**src/rtl/and_unit_rr_arbiter.sv**
```systemverilog
// and_unit_rr_arbiter: round-robin front end for one shared registered AND unit.
// Requesters hand over operands with valid/ready. At most one operation is issued
// per clock. A {vld,id} tag pipeline follows each operation through the unit so
// that its result is returned to the requester that issued it.
// Optional build macro AND_ARB_STATS_EN adds saturating per-requester grant
// counters (po_grant_cnt) and a synchronous clear input (pi_stats_clr).
module and_unit_rr_arbiter #(
  parameter int NUM_REQ = 4,
  parameter int DATA_W  = 8,
  parameter int OP_LAT  = 1,
  parameter int ID_W    = 2
) (
  input  logic                      clk,
  input  logic                      rst_n,
  input  logic [NUM_REQ-1:0]        pi_req_valid,
  input  logic [NUM_REQ*DATA_W-1:0] pi_req_a,
  input  logic [NUM_REQ*DATA_W-1:0] pi_req_b,
  input  logic [NUM_REQ-1:0]        pi_req_mask,
  output logic [NUM_REQ-1:0]        po_req_ready,
  output logic [DATA_W-1:0]         po_unit_a,
  output logic [DATA_W-1:0]         po_unit_b,
  output logic                      po_unit_vld,
  input  logic [DATA_W-1:0]         pi_unit_c,
  output logic [NUM_REQ-1:0]        po_rsp_valid,
  output logic [DATA_W-1:0]         po_rsp_data,
  output logic                      po_busy
`ifdef AND_ARB_STATS_EN
  ,
  input  logic                      pi_stats_clr,
  output logic [NUM_REQ*16-1:0]     po_grant_cnt
`endif
);

  // One stage per unit latency edge, plus the stage that launches the response.
  localparam int STAGES = OP_LAT + 1;

  logic [ID_W-1:0]    ptr;
  logic [NUM_REQ-1:0] eligible;
  logic [NUM_REQ-1:0] grant;
  logic [ID_W-1:0]    grant_id;
  logic [ID_W-1:0]    idx;
  logic               accept;
  logic [DATA_W-1:0]  sel_a;
  logic [DATA_W-1:0]  sel_b;

  logic [STAGES-1:0]  tag_vld;
  logic [ID_W-1:0]    tag_id [STAGES];

  // Search eligible requesters from the pointer upward with wrap; the first hit wins.
  always_comb begin
    eligible = pi_req_valid & pi_req_mask;
    grant    = '0;
    grant_id = '0;
    idx      = '0;
    accept   = 1'b0;
    for (int k = 0; k < NUM_REQ; k++) begin
      idx = ID_W'((int'(ptr) + k) % NUM_REQ);
      if (!accept && eligible[idx]) begin
        accept      = 1'b1;
        grant[idx]  = 1'b1;
        grant_id    = idx;
      end
    end
    // Nothing is granted while reset is held.
    if (!rst_n) begin
      grant  = '0;
      accept = 1'b0;
    end
  end

  assign po_req_ready = grant;

  // Operand mux for the granted requester.
  always_comb begin
    sel_a = '0;
    sel_b = '0;
    for (int i = 0; i < NUM_REQ; i++) begin
      if (grant[i]) begin
        sel_a = pi_req_a[i*DATA_W +: DATA_W];
        sel_b = pi_req_b[i*DATA_W +: DATA_W];
      end
    end
  end

  // Issue stage: register operands to the shared unit and advance the pointer past the winner.
  always_ff @(posedge clk) begin
    if (!rst_n) begin
      ptr         <= '0;
      po_unit_a   <= '0;
      po_unit_b   <= '0;
      po_unit_vld <= 1'b0;
    end else begin
      po_unit_vld <= accept;
      if (accept) begin
        po_unit_a <= sel_a;
        po_unit_b <= sel_b;
        if (grant_id == ID_W'(NUM_REQ - 1)) ptr <= '0;
        else                                ptr <= grant_id + ID_W'(1);
      end
    end
  end

  // Tag pipeline: stage 0 captures the issue (or a bubble), later stages shift every clock.
  always_ff @(posedge clk) begin
    if (!rst_n) begin
      tag_vld <= '0;
      for (int s = 0; s < STAGES; s++) tag_id[s] <= '0;
    end else begin
      tag_vld   <= {tag_vld[STAGES-2:0], accept};
      tag_id[0] <= grant_id;
      for (int s = 1; s < STAGES; s++) tag_id[s] <= tag_id[s-1];
    end
  end

  // Response stage: the last tag stage lines up with the unit result on pi_unit_c.
  always_ff @(posedge clk) begin
    if (!rst_n) begin
      po_rsp_valid <= '0;
      po_rsp_data  <= '0;
      po_busy      <= 1'b0;
    end else begin
      po_busy <= |{tag_vld[STAGES-2:0], accept};
      if (tag_vld[STAGES-1]) begin
        po_rsp_valid <= NUM_REQ'(1) << tag_id[STAGES-1];
        po_rsp_data  <= pi_unit_c;
      end else begin
        po_rsp_valid <= '0;
      end
    end
  end

`ifdef AND_ARB_STATS_EN
  logic [15:0] grant_cnt [NUM_REQ];

  // Saturating per-requester grant counters; clear overrides a same-cycle increment.
  always_ff @(posedge clk) begin
    if (!rst_n || pi_stats_clr) begin
      for (int i = 0; i < NUM_REQ; i++) grant_cnt[i] <= '0;
    end else begin
      for (int i = 0; i < NUM_REQ; i++) begin
        if (grant[i] && grant_cnt[i] != 16'hFFFF) grant_cnt[i] <= grant_cnt[i] + 16'd1;
      end
    end
  end

  // Flatten the counters onto the output bus.
  always_comb begin
    po_grant_cnt = '0;
    for (int i = 0; i < NUM_REQ; i++) po_grant_cnt[i*16 +: 16] = grant_cnt[i];
  end
`endif

endmodule

```
**config.mk**
```make
export PLATFORM = sky130hd
export DESIGN_NAME = and_unit_rr_arbiter
export DESIGN_NICKNAME = d
export VERILOG_FILES = /design/src/rtl/and_unit_rr_arbiter.sv
export SDC_FILE = /design/constraint.sdc
export NUM_CORES = 1
export LEC_CHECK = 0
export BUFFER_PORTS_ARGS = -buffer_cell sky130_fd_sc_hd__clkbuf_2
export CELL_PAD_IN_SITES_DETAIL_PLACEMENT = 1
export CELL_PAD_IN_SITES_GLOBAL_PLACEMENT = 2
export CORE_ASPECT_RATIO = 1.1
export CORE_MARGIN = 2
export CORE_UTILIZATION = 27
export CTS_BUF_LIST = sky130_fd_sc_hd__clkbuf_8 sky130_fd_sc_hd__clkbuf_16
export DETAILED_ROUTE_END_ITERATION = 16
export PLACE_DENSITY = 0.95
export SETUP_SLACK_MARGIN = 0.02
export SLEW_MARGIN = 5
export SYNTH_ARGS = -nofsm -noshare
export SYNTH_HDL_FRONTEND = slang
export SYNTH_SLANG_ARGS = --single-unit
```
**constraint.sdc**
```tcl
create_clock -name clk -period 11.1 [get_ports clk]
set_input_delay 3.33 -clock clk [delete_from_list [all_inputs] [get_ports clk]]
set_output_delay 3.33 -clock clk [all_outputs]
set_load 0.03 [all_outputs]
```
==> results.md <==
* Status: finished, final reports clean
* Worst hold slack at 0.436 ns
* Max capacitance violation total at 0
* Total Routing Usage GR at 0.175
* Mean number of vias per cell at 5.19
* Number of buffers inserted by post-CTS setup repair at 0
* Core footprint at 0.00796 mm2
* Via total after detailed routing at 2372
* Worst flop-to-flop path endpoint: po_unit_a[4]
* Min setup slack post-route at 2.19 ns
* Pin slew with the least headroom to its limit at 0.936 ns
* Post-placement cell count at 450
* Inserted Clock Buffers at 5
* Place WS at 2.19 ns
* Effective utilization at floorplan at 0.279
* Hold buffer count at CTS at 0
* Peak supply drop at 53.1 uV
* Horizontal die dimension at 90.4 um
* Number of hold violations in the final report at 0
* Leakage power at 1.31 nW
* FF+latch count, synth at 37
* WHS Path Cells at 1
* Maximum clock insertion buffer count at 2
* Yosys synthesis warning count at 0
* DRC violation total after the first TritonRoute iteration at 91
* Netlist area before placement at 0.00222 mm2
* End point of the most critical hold path: tag_id[0][3]
* DPL Wire Length at 6070 um
* Share of synthesized area occupied by flip-flops and latches at 0.334
* Critical path type: input pin to output pin
* Number of cells traversed by the worst register-to-register path at 9
* CTS tree: yes
* Routed wire per std cell at 17.2 um
* Number of global-route vias before repair at 2490
* Skew-Pair Late Insertion Delay at 0.28 ns
* Area of the die at 0.00895 mm2
* EDFF count, synth at 0
* Period utilisation layout at 0.803
* Final Routed Wirelength at 7860 um
* Net switching power at 0.000279 W
* H-tree Lvls at 2
* Critical Path Fanout Max at 26
* I/O pin count at 116
* First-pass GRT wire length at 12700 um
* Worst Setup End Kind: output pin
* Clock root buffer: sky130_fd_sc_hd__clkbuf_8
* Post-route DRC at 0
* Total congestion overflow at 0
* Largest net degree at the start of global routing at 27
* Power Density at 207 mW/mm2
* Class of the worst hold path: register to register
* Register-to-register path setup slack at 6.72 ns
* Maximum clock frequency at 112 MHz
* Number of nets still failing antenna checks after routing at 0
* Placement-stage cell area at 0.00284 mm2
* Post-Layout Inst Area at 0.00292 mm2
* Antenna diode count at 0
* Max-slew violations at 0
* Non-Filler Instances at 457
* Data arrival, critical path at 5.58 ns
* Mapped Avg Cell Area at 9.19 um2
* Part of the total power dissipated in combinational logic at 0.528
* Antenna violations before repair at 0
* CP Launch Type: input pin
* Synthesis-to-layout area growth at 31.9%
* Cell variety after synth at 51
* Clk sinks at 37
* Origin of the worst min-delay path: tag_id[0][1]
* Most instantiated flip-flop cell in the synthesis netlist: sky130_fd_sc_hd__dfxtp_1
* Setup repair after global routing missed its margin: no
* Sequential cell fraction of total power at 0.317
* Synth async-reset ratio at 0
* Total negative setup slack at 0 ns
* Worst rel slew slack at 0.376
* Number of search-and-repair iterations in the first detailed-routing pass at 7
* Count of input and output buffers at 115
* Proportion of layout cells with a drive suffix above 1 at 0.430
* Placer congestion estimate at 0.848
* Post-cts gate resize count at 0
* Worst clock skew at 0.00383 ns
* Critical Path RT at 7.77 ns
* Cell count after synthesis at 241
* Row cnt at 34
* Clock slew seen by the registers of the worst setup and hold paths at 0.07 ns
* Internal power consumption at 0.000325 W
* Final net count at 439
* Die H at 99.0 um
* Min Tclk post-route at 8.91 ns
* Setup violation total in the final timing report at 0
* Clock network fraction of total power at 0.155
* Launching instance or port of the critical path: pi_req_valid[2]
* Switching fraction of total power at 0.462
* Mapped Nets at 331
[how the worst max path moves through the flow]
stage,endpoint,slack (ns),cells past startpoint
after floorplan,po_req_ready[3],2.44,7
after global placement,po_req_ready[3],2.28,8
after detailed placement,po_req_ready[3],2.19,8
after CTS,po_req_ready[3],2.19,8
after global routing,po_req_ready[3],1.87,8
final,po_req_ready[3],2.19,8
[power by group through the flow]
| stage | combinational [W] | clock, W | sequential, W |
|---|---|---|---|
| 3_5_place_dp | 0.000318 | 0 | 0.000194 |
| 6_report | 0.000319 | 0.0000939 | 0.000191 |
| 3_3_place_gp | 0.000310 | 0 | 0.000192 |
| 5_1_grt | 0.000348 | 0.000102 | 0.000196 |
| 2_1_floorplan | 0.000195 | 0 | 0.000229 |
| 4_1_cts | 0.000319 | 0.0000977 | 0.000191 |
[Yosys cell counts (2+ instances only)]
cell	number	share of area
sky130_fd_sc_hd__o21ai_0	18	0.041
sky130_fd_sc_hd__mux4_2	2	0.020
sky130_fd_sc_hd__a221oi_2	10	0.068
sky130_fd_sc_hd__ha_1	8	0.045
sky130_fd_sc_hd__nor3_2	7	0.032
sky130_fd_sc_hd__mux2i_1	9	0.041
sky130_fd_sc_hd__o221ai_1	6	0.024
sky130_fd_sc_hd__a22oi_1	8	0.027
sky130_fd_sc_hd__nand4_1	2	0.0056
sky130_fd_sc_hd__and2_4	2	0.0079
sky130_fd_sc_hd__o21ai_1	4	0.0090
sky130_fd_sc_hd__o211ai_1	2	0.0068
sky130_fd_sc_hd__dfxtp_1	37	0.33
sky130_fd_sc_hd__nand2_1	11	0.019
sky130_fd_sc_hd__buf_2	5	0.011
sky130_fd_sc_hd__inv_1	11	0.019
sky130_fd_sc_hd__a222oi_1	3	0.014
sky130_fd_sc_hd__nor2_1	18	0.030
sky130_fd_sc_hd__and3_1	2	0.0056
sky130_fd_sc_hd__nor3b_1	2	0.0068
sky130_fd_sc_hd__a21oi_1	5	0.011
sky130_fd_sc_hd__and2_1	6	0.017
sky130_fd_sc_hd__or3_1	2	0.0056
sky130_fd_sc_hd__o31ai_1	3	0.010
sky130_fd_sc_hd__buf_6	2	0.010
sky130_fd_sc_hd__nand3_1	7	0.016
sky130_fd_sc_hd__nor3_1	4	0.0090
sky130_fd_sc_hd__clkbuf_1	5	0.0085
sky130_fd_sc_hd__o22ai_1	13	0.037
sky130_fd_sc_hd__a221oi_1	6	0.024
[per-layer routing]
layer  global-route usage  up-vias  routed length (um)
li1                     -     1146                   -
met1                0.213     1139                3380
met5                    0        -                   0
met4               0.0485        0                  81
met3               0.0359        6                 357
met2                0.315       81                4040
[state kept, by name (all words and copies together) (netlist names), named ones only]
register / count
po_busy: 1
tag_id: 4
tag_vld: 2
po_rsp_data: 8
po_unit_a: 8
po_rsp_valid: 4
ptr: 1
po_unit_b: 8
[layout by cell type (no fill, tap or decap), types with 2 or more instances in the layout]
master / count
sky130_fd_sc_hd__o211ai_1: 2
sky130_fd_sc_hd__o21ai_1: 4
sky130_fd_sc_hd__o31ai_1: 3
sky130_fd_sc_hd__ha_1: 8
sky130_fd_sc_hd__a222oi_1: 3
sky130_fd_sc_hd__o21ai_0: 18
sky130_fd_sc_hd__o221ai_1: 6
sky130_fd_sc_hd__and2_1: 6
sky130_fd_sc_hd__or3_1: 2
sky130_fd_sc_hd__inv_1: 12
sky130_fd_sc_hd__mux4_2: 2
sky130_fd_sc_hd__and2_4: 2
sky130_fd_sc_hd__nor3_1: 4
sky130_fd_sc_hd__nor2_1: 18
sky130_fd_sc_hd__clkbuf_8: 6
sky130_fd_sc_hd__nand4_1: 2
sky130_fd_sc_hd__dfxtp_1: 37
sky130_fd_sc_hd__a221oi_2: 10
sky130_fd_sc_hd__nand2_1: 11
sky130_fd_sc_hd__a22oi_1: 8
sky130_fd_sc_hd__o22ai_1: 13
sky130_fd_sc_hd__and3_1: 2
sky130_fd_sc_hd__mux2i_1: 9
sky130_fd_sc_hd__a21oi_1: 5
sky130_fd_sc_hd__nand3_1: 7
sky130_fd_sc_hd__a221oi_1: 6
sky130_fd_sc_hd__nor3b_1: 2
sky130_fd_sc_hd__clkbuf_2: 115
sky130_fd_sc_hd__nor3_2: 7
[critical path, stage by stage]
cell                       delay, ns
sky130_fd_sc_hd__clkbuf_2       0.10
sky130_fd_sc_hd__a22oi_1        0.33
sky130_fd_sc_hd__nand2_1        0.14
sky130_fd_sc_hd__o41ai_1        0.71
sky130_fd_sc_hd__nor2_1         0.12
sky130_fd_sc_hd__o211a_2        0.47
sky130_fd_sc_hd__nor2_1         0.16
sky130_fd_sc_hd__clkbuf_2       0.22
[stage by stage]
| step | util | power, W |
|---|---|---|
| 2_1_floorplan | - | 0.000424 |
| 3_3_place_gp | 0.357 | 0.000502 |
| 3_5_place_dp | 0.357 | 0.000512 |
| 4_1_cts | 0.367 | 0.000608 |
| 5_1_grt | 0.367 | 0.000645 |
| 6_report | 0.367 | 0.000604 |
[layout make-up]
| cell class | count | area (um2) |
|---|---|---|
| multi-input combinational | 177 | 1330 |
| clock inverter | 1 | 3.75 |
| sequential | 37 | 741 |
| clock buffer | 6 | 82.6 |
| inverter | 12 | 45.0 |
| tap | 108 | 135 |
| timing repair buffer | 116 | 583 |
| fill | 990 | 5030 |
[cells by family (layout without fill, tap and decap cells)]
family	count (synthesis)	count (layout)	share of synthesized area
fa+ha+maj	8	8	0.0452
mux	11	11	0.0610
flops	37	37	0.334
compound gates	88	88	0.313
simple gates	69	69	0.178
buf+inv	27	135	0.0644
xor+xnor	1	1	0.00395
Power figures use the tool's default switching activity.
